$ cat config.mk
export PLATFORM = sky130hd
export DESIGN_NAME = updn_cntr
export DESIGN_NICKNAME = d
export VERILOG_FILES = /design/src/rtl/updn_cntr_pkg.sv /design/src/rtl/updn_cntr_ns_logic.sv /design/src/rtl/updn_cntr.sv
export SDC_FILE = /design/constraint.sdc
export NUM_CORES = 1
export LEC_CHECK = 0
export BUFFER_PORTS_ARGS = -buffer_cell sky130_fd_sc_hd__buf_2
export CAP_MARGIN = 20
export CORE_ASPECT_RATIO = 0.7
export CORE_UTILIZATION = 35
export DETAILED_ROUTE_END_ITERATION = 6
export GPL_TIMING_DRIVEN = 0
export SYNTH_ARGS = -nofsm -noshare
export SYNTH_HDL_FRONTEND = slang
export SYNTH_SLANG_ARGS = --single-unit
$ cat constraint.sdc
create_clock -name clk -period 2.3 [get_ports clk]
set_input_delay 0.115 -clock clk [delete_from_list [all_inputs] [get_ports clk]]
set_output_delay 0.115 -clock clk [all_outputs]
set_load 0.005 [all_outputs]
$ cat src/rtl/updn_cntr_pkg.sv
// Shared definitions for the up/down counter: state-register width and state codes.
// The RTL and the testbench both import this package.
package updn_cntr_pkg;

    localparam int STATE_W = 3;

    typedef enum logic [STATE_W-1:0] {
        S_IDLE = 3'b000,
        S_LOAD = 3'b001,
        S_INC  = 3'b010,
        S_INC2 = 3'b011,
        S_DEC  = 3'b100,
        S_DEC2 = 3'b101
    } state_t;

endpackage

$ cat src/rtl/updn_cntr_ns_logic.sv
// Next-state decode for updn_cntr, written as gate primitives.
// Unused codes 110/111 fall out of the equations exactly like IDLE.
module ns_logic
    import updn_cntr_pkg::*;
(
    input  logic [STATE_W-1:0] state,
    input  logic               load,
    input  logic               inc,
    output logic [STATE_W-1:0] next_state
);

    logic s0_n, s1_n, s2_n;
    logic load_n, inc_n;
    logic in_inc, in_dec;
    logic up_second, dn_second;

    not u_not_s0   (s0_n,   state[0]);
    not u_not_s1   (s1_n,   state[1]);
    not u_not_s2   (s2_n,   state[2]);
    not u_not_load (load_n, load);
    not u_not_inc  (inc_n,  inc);

    // Only the exact INC / DEC codes advance to their second-phase state.
    and u_in_inc (in_inc, s2_n, state[1], s0_n);
    and u_in_dec (in_dec, state[2], s1_n, s0_n);

    and u_up_second (up_second, inc,   in_inc);
    and u_dn_second (dn_second, inc_n, in_dec);

    or  u_ns0 (next_state[0], load, up_second, dn_second);
    and u_ns1 (next_state[1], load_n, inc);
    and u_ns2 (next_state[2], load_n, inc_n);

endmodule

$ cat src/rtl/updn_cntr.sv
// Loadable up/down counter with a six-state control FSM; state and data register together.
// The counter operation is chosen by the next state, so d_out and o_state move on the same edge.
module updn_cntr
    import updn_cntr_pkg::*;
#(
    parameter int WIDTH = 8
) (
    input  logic               clk,
    input  logic               reset,
    input  logic               load,
    input  logic               inc,
    input  logic [WIDTH-1:0]   d_in,
    output logic [WIDTH-1:0]   d_out,
    output logic [STATE_W-1:0] o_state
);

    state_t               state_q, state_d;
    logic [STATE_W-1:0]   ns_raw;
    logic [WIDTH-1:0]     d_out_q, d_out_d;

    ns_logic u_ns_logic (
        .state      (state_q),
        .load       (load),
        .inc        (inc),
        .next_state (ns_raw)
    );

    assign state_d = state_t'(ns_raw);

    always_comb begin
        // NOTE: default first so every path assigns d_out_d and no latch is inferred.
        d_out_d = d_out_q;
        case (state_d)
            S_LOAD:         d_out_d = d_in;
            S_INC, S_INC2:  d_out_d = d_out_q + WIDTH'(1);
            S_DEC, S_DEC2:  d_out_d = d_out_q - WIDTH'(1);
            default:        d_out_d = d_out_q;
        endcase
    end

    // NOTE: non-blocking assignments so all flops sample their _d values from the same edge.
    always_ff @(posedge clk) begin
        if (reset) begin
            state_q <= S_IDLE;
            d_out_q <= '0;
        end else begin
            state_q <= state_d;
            d_out_q <= d_out_d;
        end
    end

    assign d_out   = d_out_q;
    assign o_state = state_q;

endmodule

==> qor.yml, run 1 <==
maxCapViolations: 0
die_area_um2: 2200
crit_fanout: 9
dp_slack_ns: -0.123
port_buffers: 22
track_usage_pct: 16.5
syn_to_final_growth_pct: 23.3
antenna_left: 0
stdcell_area_um2: 867
initial_core_util_pct: 37.6
gr-total-overflow: 0
setup_ws_ns: 0.162
finalWirelength_um: 1520
rows: 13
clk_latency_ns: 0.27
n_antenna_cell: 0
crit_required_ns: 2.45
p_per_area_nw_per_um2: 554
avgRoutedWirePerCell_um: 11.8
grt_pass1_vias: 586
syn-cell-area_um2: 703
numCtsBuffers: 3
grt_setup_unrepaired: "false"
hold_buffers: 0
antenna_found_initial: 0
pwr-share-comb_pct: 26.7
mostFrequentLayoutCells: "23 x buf_2, 11 x dfxtp_1, 10 x nor2_1"
ys_types: 31
core_um2: 1870
yosysWarnings: 0
hold_slack_ns: 0.0576
cts_tree: "built"
r2r-end: "d_out[6]"
post_cts_buffers: 0
p_int_uw: 336
nNetsFinal: 128
n_fill_cell: 200
final_util_pct: 46.4
drive_gt1_share_pct: 28.0
final_cells: 129
cts.sinks: 11
switchingPower_uw: 144
crit_end: "d_out[6]"
syn_avg_cell_area_um2: 8.68
fp.dieH_um: 39.5
ys_seq_area_share_pct: 31.3
hold_viol_final: 0
arrival_ns: 2.29
critPathKind: "input port to flip-flop"
end_kind: "flip-flop"
grt_first_pass_wirelength_um: 2640
drt_pass1_iterations: 4
ctsHtreeMaxLevel: 1
cts_buffer_depth: 2
swShare_pct: 30.1
setup_tns_ns: 0
finalMaxSlewViolations: 0
min_period_over_period_pct: 92.9
r2r_setup_slack_ns: 0.31
leakagePower_nw: 0.423
syn_nets: 101
routed_via_density: 5.18
ys_ff_latch: 11
dpl_cell_area_um2: 841
layout_commonest_cell: "buf_2"
vias: 668
pwr-share-clk_pct: 27.9
vdd_drop_max_v: 0.000387
clk_pin_slew_ns: 0.07
drtIter0Drc: 21
cts_root_buf: "clkbuf_4"
slew_headroom_pct: 52.0
hold_path_class: "input port to flip-flop"
gp_congestion: 0.900
cts_resized: 0
fmax_ghz: 0.468
ios: 23
clock_skew_ns: 0.00160
die_x_um: 55.6
post-route-min-period_ns: 2.14
reg2reg_from: "d_out[0]"
total_power_uw: 480
status: "complete, no violations"
grt_max_degree: 11
dp_hpwl_um: 1170
finalSetupViolCount: 0
synth_cells: 81
placedCellCount: 125
seq_power_share_pct: 45.4
rr_worst_depth: 5
crit_path_start_kind: "input port"
route.detailed.drc: 0
tightest_slew_ns: 0.718
cp-startpoint: "inc"
cells by family after synthesis:
family          synth area share (%)
fa+ha+maj                       15.3
buf+inv                         2.31
flops                           31.3
mux                             1.42
xor+xnor                        3.74
compound gates                  19.9
simple gates                    26.0
metal layers:
| layer | track usage, % | up-vias | wire length, µm |
|---|---|---|---|
| met1 | 20.7 | 295 | 767 |
| met3 | 7.26 | 2 | 115 |
| met4 | 3.75 | 0 | 16 |
| met5 | 0 | - | 0 |
| li1 | - | 349 | - |
| met2 | 26.5 | 22 | 624 |
cells in the mapped netlist, drive strengths merged:
cell type  instances  area share (%)
o21a               1             1.2
xor2               2             2.5
nor3               3             2.1
dfxtp             11              31
a2111oi            2             2.5
or3b               2             2.5
xnor2              1             1.2
clkbuf             1            0.53
and3b              1             1.2
a21oi              8             5.7
a21o               2             2.1
nand3              1            0.71
nand3b             3             3.2
o21ai              3             2.1
nand2              5             2.7
fa                 1             2.8
nor3b              1             1.1
nor2              10             5.3
a211oi             1             1.8
or4                1             1.1
ha                 7              12
o31ai              2             2.1
a21boi             1             1.1
nor2b              3             2.7
nor4b              2             2.5
o311ai             1             1.2
or3                1            0.89
inv                1            0.53
mux2i              1             1.4
buf                2             1.2
power by group through the flow:
| stage | combinational, mW | clock [mW] | sequential (mW) |
|---|---|---|---|
| 2_1_floorplan | 0.0834 | 0 | 0.223 |
| 3_3_place_gp | 0.126 | 0 | 0.222 |
| 3_5_place_dp | 0.128 | 0 | 0.223 |
| 4_1_cts | 0.128 | 0.138 | 0.218 |
| 5_1_grt | 0.147 | 0.148 | 0.221 |
| 6_report | 0.128 | 0.134 | 0.218 |
worst min-delay path by stage:
stage	start	endpoint	slack [ns]	cells after the start
6_report	inc	o_state[2]	0.06	2
5_1_grt	inc	o_state[2]	0.07	2
4_1_cts	inc	o_state[2]	0.05	2
3_5_place_dp	inc	o_state[2]	0.34	2
3_3_place_gp	inc	o_state[2]	0.33	2
2_1_floorplan	inc	o_state[2]	0.19	1
worst max-delay path, cell delays in order:
cell	delay [ns]
buf_2	0.12
nor2_1	0.57
ha_1	0.41
a21o_1	0.23
a211oi_2	0.26
nor3_1	0.08
or4_1	0.49
registers in the layout (all words and copies together) (netlist names):
| signal | flops |
|---|---|
| o_state | 3 |
| d_out | 8 |
layout make-up:
type	instances	area, µm²	share of cell area, %
Buffer	3	12.5	1.44
Timing Repair Buffer	22	110	12.7
Multi-Input combinational cell	66	467	53.8
Tap cell	22	27.5	3.17
Clock buffer	4	26.3	3.03
Inverter	1	3.75	0.433
Sequential cell	11	220	25.4
No activity file was read; power rests on OpenSTA's default activity.
==> run 2, diff against run 1 <==
ABC_AREA = 1   (was default)
BUFFER_PORTS_ARGS = default   (was -buffer_cell sky130_fd_sc_hd__buf_2)
DONT_BUFFER_PORTS = 1   (was default)
==> qor.yml, run 2 <==
crit_fanout: 4
syn_to_final_growth_pct: 18.2
hold_viol_final: 0
r2r_setup_slack_ns: 0.87
grt_first_pass_wirelength_um: 2880
leakagePower_nw: 0.496
synth_enable_flop_cells: 0
stdcell_area_um2: 935
port_buffers: 0
crit_required_ns: 2.47
ctsHtreeMaxLevel: 1
synth_cells: 107
final_cells: 149
gp_congestion: 0.766
mostFrequentLayoutCells: "23 x nand2_1, 14 x nor2_1, 13 x inv_1"
largest_reg_flops: 8
dpl_cell_area_um2: 828
pwr-share-clk_pct: 27.2
slowest_delay_ns: 0.47
drt_pass1_iterations: 4
route.detailed.drc: 0
antenna_found_initial: 0
track_usage_pct: 15.7
p_int_uw: 341
yosysMostFrequentCell: "nand2_1"
grt_max_degree: 11
setup_tns_ns: 0
grt_setup_unrepaired: "false"
vias: 695
syn_nets: 127
vdd_drop_max_v: 0.000278
final_util_pct: 47.1
cts_buffer_depth: 2
numCtsBuffers: 3
drive_gt1_share_pct: 15.1
ys_ff_latch: 11
fp.dieH_um: 41.8
antenna_left: 0
rows: 13
slew_headroom_pct: 67.6
drt-met1-wl_um: 835
min_period_over_period_pct: 62.0
hold_path_class: "input port to flip-flop"
die_area_um2: 2460
async_flop_share_pct: 0
tightest_slew_ns: 0.485
yosysWarnings: 0
drtIter0Drc: 43
path_delay_family: "adder cells"
nNetsFinal: 140
switchingPower_uw: 169
end_kind: "flip-flop"
gr-total-overflow: 0
swShare_pct: 33.1
clk_pin_slew_ns: 0.07
ff_latch_area_um2: 220
die_x_um: 58.8
finalSetupViolCount: 0
seq_power_share_pct: 43.6
arrival_ns: 1.60
path_buf_inv: 1
finalWirelength_um: 1660
avgRoutedWirePerCell_um: 11.1
critPathKind: "flip-flop to flip-flop"
layout_commonest_cell: "nand2_1"
syn-cell-area_um2: 791
dp_hpwl_um: 1240
placedCellCount: 137
post-synth-top-area-cell: "dfxtp_1"
maxCapViolations: 0
synth_common_cells: "23 x nand2_1, 14 x nor2_1, 13 x inv_1"
initial_core_util_pct: 39.8
multiInputGateArea_um2: 499
ys.flop_type: "dfxtp_1"
clock_skew_ns: 0.00415
ios: 23
synth_top_cell_area_share_pct: 27.8
n_antenna_cell: 0
dr_wl_met2_um: 712
highest_layer: "met4"
crit_path_start_kind: "flip-flop"
cts_tree: "built"
synth_area_leaders: "dfxtp_1 28%, ha_1 11%, nand2_1 11%, nor2_1 6.6%, inv_1 6.2%"
finalMaxSlewViolations: 0
n_fill_cell: 229
fmax_ghz: 0.701
core_um2: 1980
wl_met3_um: 98
routed_via_density: 4.66
pwr-share-comb_pct: 29.2
p_per_area_nw_per_um2: 545
ys_seq_area_share_pct: 27.8
grt_pass1_vias: 645
cts_root_buf: "clkbuf_4"
cpMaxStageDelayCell: "fa_1"
cts.sinks: 11
status: "complete, no violations"
hold_slack_ns: 0.0192
clk_latency_ns: 0.28
post-route-min-period_ns: 1.43
syn_avg_cell_area_um2: 7.39
ys_types: 25
path_cells: "fa_1, nand2_1, nand2_2, nand3b_1, nand3_1, o211ai_1, inv_1"
==> run 2: changes by cell type in the layout (fill, tap and decap cells not counted), sizes merged, moves of 3 or more <==
cell	delta
a21oi	-4
nor2	+6
nand2	+21
buf	-23
nand3	+8
dlygate4sd3	+8
nor2b	-3
inv	+14
==> run 2: cell families after synthesis <==
kind of cell	count (synthesis)	share of synthesized area (%)
flip-flops	11	27.8
adder cells (fa/ha/maj)	8	13.6
buffers and inverters	17	9.02
AND/OR/NAND/NOR	59	39.2
XOR/XNOR	1	1.11
AO/OA/AOI/OAI	11	9.18
==> run 2: area by class of cell <==
cell class | count | area share, %
flip-flops and latches | 11 | 23.6
well taps | 30 | 4.02
clock buffers | 4 | 2.81
inverters | 16 | 6.43
multi-input cells | 79 | 53.4
plain buffers | 1 | 1.20
repair buffers | 8 | 8.57
==> run 2: per-layer routing <==
metal	GRT usage, %	vias to the layer above
met4	2.86	0
met1	22.0	306
li1	-	371
met2	22.3	16
met3	6.54	2
met5	0	-
==> run 2: power groups by stage <==
| stage | Combinational (mW) | Sequential (mW) | Clock (mW) |
|---|---|---|---|
| after floorplan | 0.117 | 0.223 | 0 |
| after global placement | 0.133 | 0.227 | 0 |
| after detailed placement | 0.136 | 0.227 | 0 |
| after CTS | 0.149 | 0.223 | 0.144 |
| after global routing | 0.171 | 0.225 | 0.152 |
| final | 0.149 | 0.222 | 0.139 |
==> run 2: path summary, 6_finish.rpt <==
kind | start | end | cells past startpoint
worst max-delay path | d_out[0] | d_out[4] | 7
worst min-delay path | load | d_out[1] | 2
worst max register to register | d_out[0] | d_out[4] | 7
worst min register to register | d_out[0] | d_out[0] | 1
==> run 2: per-stage QoR <==
step / power [mW] / worst slack (ns)
3_3_place_gp: 0.360 / 0.717
2_1_floorplan: 0.340 / 0.887
6_report: 0.509 / 0.873
3_5_place_dp: 0.363 / 0.709
5_1_grt: 0.548 / 0.707
4_1_cts: 0.515 / 0.866
==> run 2: repair_timing <==
| item | 4_1_cts | 5_1_grt |
|---|---|---|
| gates resized for setup | 0 | 0 |
| hold endpoints to repair | 10 | 0 |
| hold buffers | 8 | 0 |
| setup endpoints to repair | 0 | 0 |
| buffers inserted | 0 | 0 |
